## src/rtl/rs_pkg.sv

```systemverilog
// rs_pkg: shared physical-register types and sizing for rename / reservation-station logic.
`ifndef PHYSICAL_REG_NUM
`define PHYSICAL_REG_NUM 64
`endif
`ifndef PHYSICAL_REG_NUM_WIDTH
`define PHYSICAL_REG_NUM_WIDTH 6
`endif
package rs_pkg;
  localparam int PHYSICAL_REG_NUM = `PHYSICAL_REG_NUM;
  localparam int ARCH_REG_NUM = 32;
  typedef logic [`PHYSICAL_REG_NUM_WIDTH-1:0] phy_reg_addr_t;
endpackage

```

## src/rtl/phy_reg_free_list.sv

```systemverilog
// phy_reg_free_list: circular FIFO of free physical registers, granting one per cycle to rename.
module phy_reg_free_list #(
  parameter int ARCH_REG_NUM = rs_pkg::ARCH_REG_NUM,
  parameter int FL_DEPTH = rs_pkg::PHYSICAL_REG_NUM - rs_pkg::ARCH_REG_NUM,
  localparam int PW = FL_DEPTH > 1 ? $clog2(FL_DEPTH) : 1,
  localparam int CW = $clog2(FL_DEPTH + 1)
) (
  input  logic                  clk,
  input  logic                  reset,
  input  logic                  alloc_req,
  output logic                  alloc_gnt,
  output rs_pkg::phy_reg_addr_t alloc_reg_addr,
  output logic                  new_valid_inst,
  output rs_pkg::phy_reg_addr_t dst_reg_addr,
  input  logic                  free_valid,
  input  rs_pkg::phy_reg_addr_t free_reg_addr,
  output logic [CW-1:0]         free_count,
  output logic                  fl_empty,
  output logic                  fl_overflow_err
);
  rs_pkg::phy_reg_addr_t entry [FL_DEPTH];
  logic [PW-1:0] head, tail;
  logic full, do_alloc, do_free, drop;
  always_comb begin
    alloc_gnt = free_count != '0;
    alloc_reg_addr = entry[head];
    new_valid_inst = alloc_req & alloc_gnt;
    dst_reg_addr = alloc_reg_addr;
    fl_empty = free_count == '0;
    full = free_count == CW'(FL_DEPTH);
    do_alloc = new_valid_inst;
    do_free = free_valid & |free_reg_addr & ~full;
    drop = free_valid & |free_reg_addr & full;
  end
  // FL_DEPTH may be non-power-of-2, so wrap by compare rather than by natural overflow
  always_ff @(posedge clk or posedge reset)
    if (reset) begin
      for (int i = 0; i < FL_DEPTH; i++) entry[i] <= rs_pkg::phy_reg_addr_t'(ARCH_REG_NUM + i);
      head <= '0;
      tail <= '0;
      free_count <= CW'(FL_DEPTH);
      fl_overflow_err <= 1'b0;
    end else begin
      if (do_alloc) head <= head == PW'(FL_DEPTH - 1) ? '0 : head + PW'(1);
      if (do_free) begin
        entry[tail] <= free_reg_addr;
        tail <= tail == PW'(FL_DEPTH - 1) ? '0 : tail + PW'(1);
      end
      if (do_alloc != do_free) free_count <= do_free ? free_count + CW'(1) : free_count - CW'(1);
      if (drop) fl_overflow_err <= 1'b1;
    end
endmodule
```

## config.mk

```make
export PLATFORM = sky130hd
export DESIGN_NAME = phy_reg_free_list
export DESIGN_NICKNAME = d
export VERILOG_FILES = /design/src/rtl/rs_pkg.sv /design/src/rtl/phy_reg_free_list.sv
export SDC_FILE = /design/constraint.sdc
export NUM_CORES = 1
export LEC_CHECK = 0
export ABC_AREA = 1
export BUFFER_PORTS_ARGS = -buffer_cell sky130_fd_sc_hd__buf_2
export CAP_MARGIN = 30
export CORE_ASPECT_RATIO = 2
export CORE_MARGIN = 2
export CORE_UTILIZATION = 49
export DETAILED_ROUTE_END_ITERATION = 10
export GPL_ROUTABILITY_DRIVEN = 0
export HOLD_SLACK_MARGIN = 0.03
export PLACE_DENSITY = 0.68
export SLEW_MARGIN = 20
export SYNTH_ARGS = -nofsm -noshare
export SYNTH_HDL_FRONTEND = slang
export SYNTH_SLANG_ARGS = --single-unit
```

## constraint.sdc

```tcl
create_clock -name clk -period 7.55 [get_ports clk]
set_input_delay 0 -clock clk [delete_from_list [all_inputs] [get_ports clk]]
set_output_delay 0 -clock clk [all_outputs]
set_load 0.005 [all_outputs]
```

# After elaboration in Yosys (flattened, before gate mapping)
# Index checks and enable logic that the tools add are counted.
[word_totals]
word_cells = 67
regBits = 209
out_inout_bits = 22
inputBits = 10
[op_classes]
bitwise = 7
n_mux = 9
n_eq_ne = 4
order_cmp = 3
reduce_logical = 4
n_addsub = 4
[ops]
columns = ["op", "n"]
rows = [
  ["$bwmux 192", 1],
  ["$bmux 6 s5", 1],
  ["$demux 6 s5", 1],
  ["$mux 6", 4],
  ["$ge 6x6->1 const B", 2],
  ["$not 5->6", 2],
  ["$add 5x1->5 const B", 2],
  ["$eq 5x5->1 const B", 2],
  ["$mux 5", 2],
  ["$add 6x1->6 const B", 1],
  ["$eq 6x6->1 const B", 1],
  ["$logic_not 6->1", 1],
  ["$lt 6x1->1 const B", 1],
  ["$reduce_bool 6->1", 1],
  ["$reduce_or 6->1", 1],
  ["$sub 6x1->6 const B", 1],
  ["$and 1x1->1", 4],
  ["$logic_and 1x1->1", 1],
  ["$ne 1x1->1", 1],
  ["$not 1->1", 1],
]

# Logic depth before layout (Yosys ltp)
# Gate-level depths: netlist (run 1).
[logic_depth]
ltp_word = 6
depth_mapped = 13
mapped_depth_nobuf = 13

# Worst setup path before layout (run 1)
# No wires, ideal clock.
[synth_path]
kind = "register to register"
from = "reg free_count[5]"
to = "reg free_count[5]"
arrival_ps = 1876
setup_ps = 76
required_time_ps = 7474
stages_incl_launch_ff = 14
period_less_slack_ps = 1952
setup_slack_ps = 5598
cell_sequence = "dfstp_2 -> inv_1 -> nor2_1 -> nand3_2 -> nand3_4 -> ha_1 -> a21oi_1 -> o21ai_0 -> nand2_1 -> nand2_1 -> nand2_1 -> nand2_1 -> nand2_1 -> nand2_1"
[synth_between]
elab_chain_len = 4
[synth_rtl]
columns = ["item", "line_no", "source"]
rows = [
  ["start: declaration", "phy_reg_free_list.sv:17", "output logic [CW-1:0] free_count,"],
  ["start signal: assignment", "phy_reg_free_list.sv:41", "free_count <= CW'(FL_DEPTH);"],
  ["start signal: assignment", "phy_reg_free_list.sv:49", "if (do_alloc != do_free) free_count <= do_free ? free_count + CW'(1) : free_count - CW'(1);"],
  ["parallel branches: the longest is 4 deep, another holds $sub 6x1->6", "-", ""],
]
# Parallel ways; which one is timed is not known.
# A chain may end at the register's enable or synchronous reset.

# Worst setup path in the final report (run 1)
[layout_path]
from = "reg head[2]"
to = "out alloc_reg_addr[3]"
[layout_between]
elab_chain_len = 4
[layout_rtl]
columns = ["item", "line_no", "source"]
rows = [
  ["start: declaration", "phy_reg_free_list.sv:22", "logic [PW-1:0] head, tail;"],
  ["start signal: assignment", "phy_reg_free_list.sv:44", "if (do_alloc) head <= head == PW'(FL_DEPTH - 1) ? '0 : head + PW'(1);"],
  ["$not 5->6 (not written as such)", "phy_reg_free_list.sv:26", "alloc_reg_addr = entry[head];"],
  ["$bmux 6 s5", "phy_reg_free_list.sv:26", ""],
  ["$mux 6 (not written as such) (2 in a row)", "phy_reg_free_list.sv:26", ""],
  ["end: declaration", "phy_reg_free_list.sv:12", "output rs_pkg::phy_reg_addr_t alloc_reg_addr,"],
]
# Every way passes these cells. The select of a mux whose other input is x is not followed.

==> run_results.csv, run 1 <==
group,metric,value,unit
clock_tree,cts_tree,"yes",
critical_path,crit_type,"reg2out",
synthesis,synth-edff-count,0,
routing,met2_length,15100,microns
global_routing,grt_pass1_wl,45000,microns
critical_path,ff2ff_path_depth,6,
flow_run,max_cap_violations,0,
synthesis,syn_area_per_cell,8.17,sq um
cells_and_area,regArea,5370,sq um
sta,fmax,0.302,GHz
floorplan,die_h,211,microns
synthesis,ys_warn_count,0,
critical_path,crit_path_end_kind,"output pin",
placement,post-place-ws,4.72,ns
global_routing,grt_util_all_layers,25.9,%
routing,drt_pre_antenna_iters,7,
synthesis,yosysMostFrequentCell,"nand2_1",
cells_and_area,n_antenna_cell,0,
cells_and_area,area_delta_synth_final,7.78,%
synthesis,synth_area_leader_cell,"dfstp_2",
routing,vias_per_cell,5.51,
routing,highest_layer,"met4",
routing,route.met3.wl,1230,microns
floorplan,rows,75,
floorplan,coreArea,20900,sq um
synthesis,synthCells,1280,
floorplan,io_pins,32,
synthesis,ys_ff_latch,209,
global_routing,grt_max_degree,133,
synthesis,synth_area_leaders,"dfstp_2, dfrtp_1, nand2_1, nand3_1, o21ai_1",
clock_tree,htreeDepth,1,
synthesis,synthArstFlopShare,100,%
sta,setup_viol,0,
routing,vias,8473,
clock_tree,clk_latency,0.51,ns
routing,drt-wirelength-per-cell,18.5,microns
critical_path,cp-start-kind,"flop",
outcome,status,"completed",
clock_tree,cts_buffer_depth,3,
sta,final_hold_viol_count,0,
sta,hold_ws,0.100,ns
routing,dr.first_iter.drc_count,616,
synthesis,synth_top_flop_cell,"dfstp_2",
routing,met1_length,10700,microns
clock_tree,clock-sinks,209,
power,cellPowerDensity,444,nW/um^2
sta,finalCritPeriodShare,43.8,%
clock_tree,numCtsBuffers,20,
power,p_leak,4.96,nW
sta,rsz0062_at_grt,"false",
floorplan,start_util,50.0,%
routing,drtAntennaViolNets,0,
cells_and_area,num-fill-cells,2010,
sta,worst_pin_slew,0.972,ns
critical_path,critPathArrivalTime,3.31,ns
cells_and_area,final_nets,1279,
worst_hold_path,hold_depth,4,
sta,slew_headroom,35.2,%
synthesis,synth_top_area_share,28.4,%
floorplan,dieWidth,107,microns
routing,routed_wl,28500,microns
cells_and_area,multiInputGateArea,4420,sq um
sta,fin_ws,4.24,ns
critical_path,crit_fanout,27,
critical_path,cp_data_required_time,7.55,ns
sta,setup-tns-final,0,ns
global_routing,grt_pass1_vias,8260,
cells_and_area,drive_gt1_share,19.9,%
clock_tree,cts-root-buf,"clkbuf_16",
power,ir_drop,245,uV
routing,drc,0,
synthesis,synth_common_cells,"nand2_1, nand3_1, o21ai_1, dfstp_2, dfrtp_1",
synthesis,ys_seq_area_share,51.4,%
synthesis,synth_area,10500,sq um
global_routing,grt_remaining_overflow,0,
sta,min_period,3.31,ns
sta,fin_worst_skew,0.0164,ns
floorplan,fp.dieArea,22600,sq um
placement,numPortBuffers,31,
synthesis,mappedNetlistNets,1303,
global_routing,antenna_found_initial,0,
sta,maxSlewViolCount,0,
placement,hpwlAfterDp,18400,microns
synthesis,ys_types,31,
worst_hold_path,min-delay-path-class,"in2reg",
clock_tree,path_clk_slew,0.06,ns
-- path summary, 6_finish.rpt --
kind	start	slack, ns	endpoint
min in group asynchronous	reset	0.53	fl_overflow_err
min reg2reg	entry[68]	0.47	entry[68]
max	head[2]	4.24	alloc_reg_addr[3]
min	free_reg_addr[1]	0.10	entry[55]
max reg2reg	head[2]	4.70	head[3]
max in group asynchronous	reset	5.46	entry[83]
-- worst max-delay path, cell delays in order, from the launching register on --
cell      delay [ns]
dfrtp_1         0.98
clkinv_1        0.90
nand3_1         0.31
nand2_1         0.09
nand2_1         0.08
nand2_1         0.06
nand2_1         0.05
nand2_1         0.15
buf_2           0.18
-- metrics by stage --
step | power, mW | utilization (%) | cells | cell area [sq um]
after detailed placement | 3.99 | 50.3 | 1496 | 10500
final | 5.00 | 53.9 | 1539 | 11300
after floorplan | 3.41 | - | 1280 | 10500
after global placement | 3.94 | 50.2 | 1495 | 10500
after global routing | 5.33 | 53.9 | 1539 | 11300
after CTS | 5.00 | 53.5 | 1536 | 11200
-- layout by cell type (no fill, tap or decap), types with 2 or more instances in the layout --
cell,n
dlygate4sd3_1,5
nor3_1,5
nor2_1,18
buf_16,2
o21ai_2,51
buf_4,11
dfstp_2,113
ha_1,12
inv_1,28
buf_2,31
dfrtp_1,95
inv_2,2
nand2_1,523
clkbuf_16,21
o21ai_1,138
nand3_1,156
clkbuf_8,3
o21ai_0,17
clkbuf_1,8
nand3_2,2
a21oi_1,4
xor2_1,3
nand2_2,4
nor2_4,3
-- routing by layer --
metal	global-route usage (%)	vias up
met5	0	-
met3	2.38	73
met2	46.4	239
met4	13.2	0
met1	30.3	4061
li1	-	4100
-- final cells by class --
cell class                      instances  share of cell area [%]
Inverter                               32                    1.13
Multi-Input combinational cell        943                    39.2
Sequential cell                       209                    47.7
Timing Repair Buffer                   50                    3.22
Clock inverter                          4                   0.455
Clock buffer                           32                    5.30
Tap cell                              269                    2.99
-- registers in the layout, indices dropped and copies added, names as in the netlist --
register	flops
entry	192
free_count	6
head	5
tail	5
fl_overflow_err	1
-- cells by family after synthesis --
family | count (synthesis) | share of synthesized area (%)
simple gates | 715 | 28.4
compound gates | 211 | 12.0
flops | 209 | 51.4
buf+inv | 128 | 6.34
fa+ha+maj | 13 | 1.63
xor+xnor | 4 | 0.335
-- where the power goes --
group | switching (mW) | internal [mW] | total (mW)
Clock | 0.430 | 0.579 | 1.01
Combinational | 1.32 | 0.672 | 1.99
Sequential | 0.289 | 1.72 | 2.00
-- what timing repair did --
action / CTS / global route
hold endpoints to repair: 63 / 10
hold buffers: 4 / 1
setup buffers: 0 / 0
resized for setup: 0 / 0
No activity file was read; power rests on OpenSTA's default activity.
==> run 2, diff against run 1 <==
==> constraint.sdc (replaced) <==
create_clock -name clk -period 3.31 [get_ports clk]
set_input_delay 0 -clock clk [delete_from_list [all_inputs] [get_ports clk]]
set_output_delay 0 -clock clk [all_outputs]
set_load 0.005 [all_outputs]
==> run_results.csv, run 2 (same netlist as run 1, synthesis figures left out) <==
group,metric,value,unit
cells_and_area,area_delta_synth_final,7.44,%
sta,maxSlewViolCount,0,
critical_path,r2r-end,"free_count[5]",
placement,hpwlAfterDp,18200,microns
power,cellPowerDensity,1000,nW/um^2
power,p_sw_share,40.5,%
critical_path,critPathTopFamily,"buffers and inverters",
global_routing,grt_max_degree,152,
routing,drt_pre_antenna_iters,5,
flow_run,max_cap_violations,0,
clock_tree,clock-sinks,209,
floorplan,start_util,50.0,%
sta,min_period,2.58,ns
cells_and_area,largest-register,"entry",
clock_tree,cts_tree,"yes",
floorplan,die_h,211,microns
critical_path,r2r-start,"free_count[1]",
floorplan,coreArea,20900,sq um
sta,fin_ws,0.726,ns
routing,routed_wl,27900,microns
sta,finalCritPeriodShare,78.1,%
cells_and_area,final_nets,1282,
cells_and_area,final_cell_mix,"nand2_1, nand3_1, o21ai_1, dfstp_2, dfrtp_1",
floorplan,fp.dieArea,22600,sq um
power,ir_drop,585,uV
critical_path,crit_type,"reg2out",
cells_and_area,regArea,5370,sq um
critical_path,cp_data_required_time,3.31,ns
critical_path,crit_end,"dst_reg_addr[3]",
clock_tree,cts-root-buf,"clkbuf_16",
critical_path,cp.depth,11,
floorplan,dieWidth,107,microns
power,p_leak,4.94,nW
sta,rsz0062_at_grt,"false",
cells_and_area,n_antenna_cell,0,
global_routing,grt_remaining_overflow,0,
routing,drt-wirelength-per-cell,18.1,microns
critical_path,ff2ff_path_depth,12,
clock_tree,path_clk_slew,0.07,ns
critical_path,critical_path_buf_inv_count,3,
clock_tree,cts_buffer_depth,3,
sta,slew_headroom,41.7,%
critical_path,cp_cell_sequence,"inv_2 -> buf_4 -> nand2_1 -> nand3_1 -> nand3_1 -> nand2_1 -> nand2_1 -> nand2_1 -> nand2_1 -> nand2_1 -> buf_2",
critical_path,ff2ff_setup_slack,1.12,ns
floorplan,io_pins,32,
sta,final_hold_viol_count,0,
cells_and_area,layout_commonest_cell,"nand2_1",
critical_path,cp-start-kind,"flop",
sta,fmax,0.387,GHz
cells_and_area,num-fill-cells,1954,
critical_path,crit_fanout,23,
routing,vias_per_cell,5.53,
cells_and_area,instances_no_fill,1540,
cells_and_area,drive_gt1_share,20.1,%
routing,drc,0,
clock_tree,htreeDepth,1,
placement,placed_cells,1502,
floorplan,rows,75,
power,p_clk_share,19.1,%
sta,worst_pin_slew,0.874,ns
critical_path,max_stage_delay,0.41,ns
clock_tree,clk_latency,0.50,ns
cells_and_area,multiInputGateArea,4420,sq um
global_routing,antenna_found_initial,0,
sta,setup_viol,0,
placement,numPortBuffers,31,
sta,setup-tns-final,0,ns
placement,post-place-ws,1.14,ns
routing,drtAntennaViolNets,0,
power,p_seq_share,40.3,%
cells_and_area,largest_reg_flops,192,
outcome,status,"completed",
power,p_comb_share,40.6,%
routing,vias,8512,
routing,dr.first_iter.drc_count,683,
critical_path,crit_path_end_kind,"output pin",
clock_tree,numCtsBuffers,19,
critical_path,slowest_stage,"dfrtp_2",
sta,fin_worst_skew,0.0132,ns
worst_hold_path,min-delay-path-class,"in2reg",
global_routing,grt_pass1_vias,8291,
critical_path,crit_path_frequent_cell,"nand2_1",
critical_path,critPathArrivalTime,2.58,ns
cells_and_area,reg.largest.list,"entry (192), free_count (6)",
critical_path,startpoint,"head[0]",
power,p_int,6.69,mW
global_routing,grt_pass1_wl,44800,microns
power,p_sw,4.55,mW
sta,hold_ws,0.119,ns
global_routing,grt_util_all_layers,25.6,%
[run 2: changes by cell type in the layout (fill, tap and decap cells not counted), moves of 2 or more]
cell / before / now
clkbuf_16: 21 / 19
buf_4: 11 / 13
clkbuf_8: 3 / 1
buf_12: 1 / 3
clkinv_2: 1 / 4
[run 2: layout make-up]
type | count | share of cell area (%)
inverters | 32 | 1.10
multi-input cells | 943 | 39.4
clock inverters | 6 | 0.523
well taps | 269 | 3.00
repair buffers | 54 | 3.61
clock buffers | 27 | 4.59
flip-flops and latches | 209 | 47.8
[run 2: timing repair]
item | 4_1_cts | 5_1_grt
setup buffers | 0 | 0
resized for setup | 0 | 0
hold buffers | 5 | 0
hold endpoints to repair | 105 | 0
[run 2: worst min-delay path, delay by kind of cell]
kind                   cells  cell delay [ns]
buffers and inverters      3             0.39
AOI/OAI and AO/OA          1             0.18
[run 2: power by group through the flow]
stage / logic, mW / clock network [mW] / registers (mW)
2_1_floorplan: 3.42 / 0 / 4.36
3_3_place_gp: 4.41 / 0 / 4.53
3_5_place_dp: 4.55 / 0 / 4.56
4_1_cts: 4.57 / 2.18 / 4.52
5_1_grt: 5.12 / 2.27 / 4.66
6_report: 4.56 / 2.14 / 4.53
[run 2: per-layer routing]
| metal | wire [microns] | global-route usage, % | up-vias |
|---|---|---|---|
| met3 | 1060 | 2.13 | 68 |
| met2 | 15000 | 46.1 | 233 |
| li1 | - | - | 4122 |
| met5 | 0 | 0 | - |
| met1 | 10500 | 30.5 | 4089 |
| met4 | 1300 | 11.9 | 0 |
[run 2: how the worst min path moves through the flow]
stage	startpoint	endpoint	cells after the start	slack [ns]
after floorplan	alloc_req	new_valid_inst	2	0.17
after global routing	free_reg_addr[4]	entry[16]	4	0.15
final	free_reg_addr[1]	entry[109]	4	0.12
after detailed placement	reset	entry[54]	2	-0.09
after global placement	reset	entry[54]	2	-0.09
after CTS	free_reg_addr[4]	entry[16]	4	0.13
[run 2: stage by stage]
step                      area (sq um)  util (%)  power [mW]
after detailed placement         10600      50.7        9.11
after CTS                        11200      53.7        11.3
final                            11200      53.7        11.2
after floorplan                  10500         -        7.79
after global placement           10600      50.5        8.93
after global routing             11200      53.7        12.0
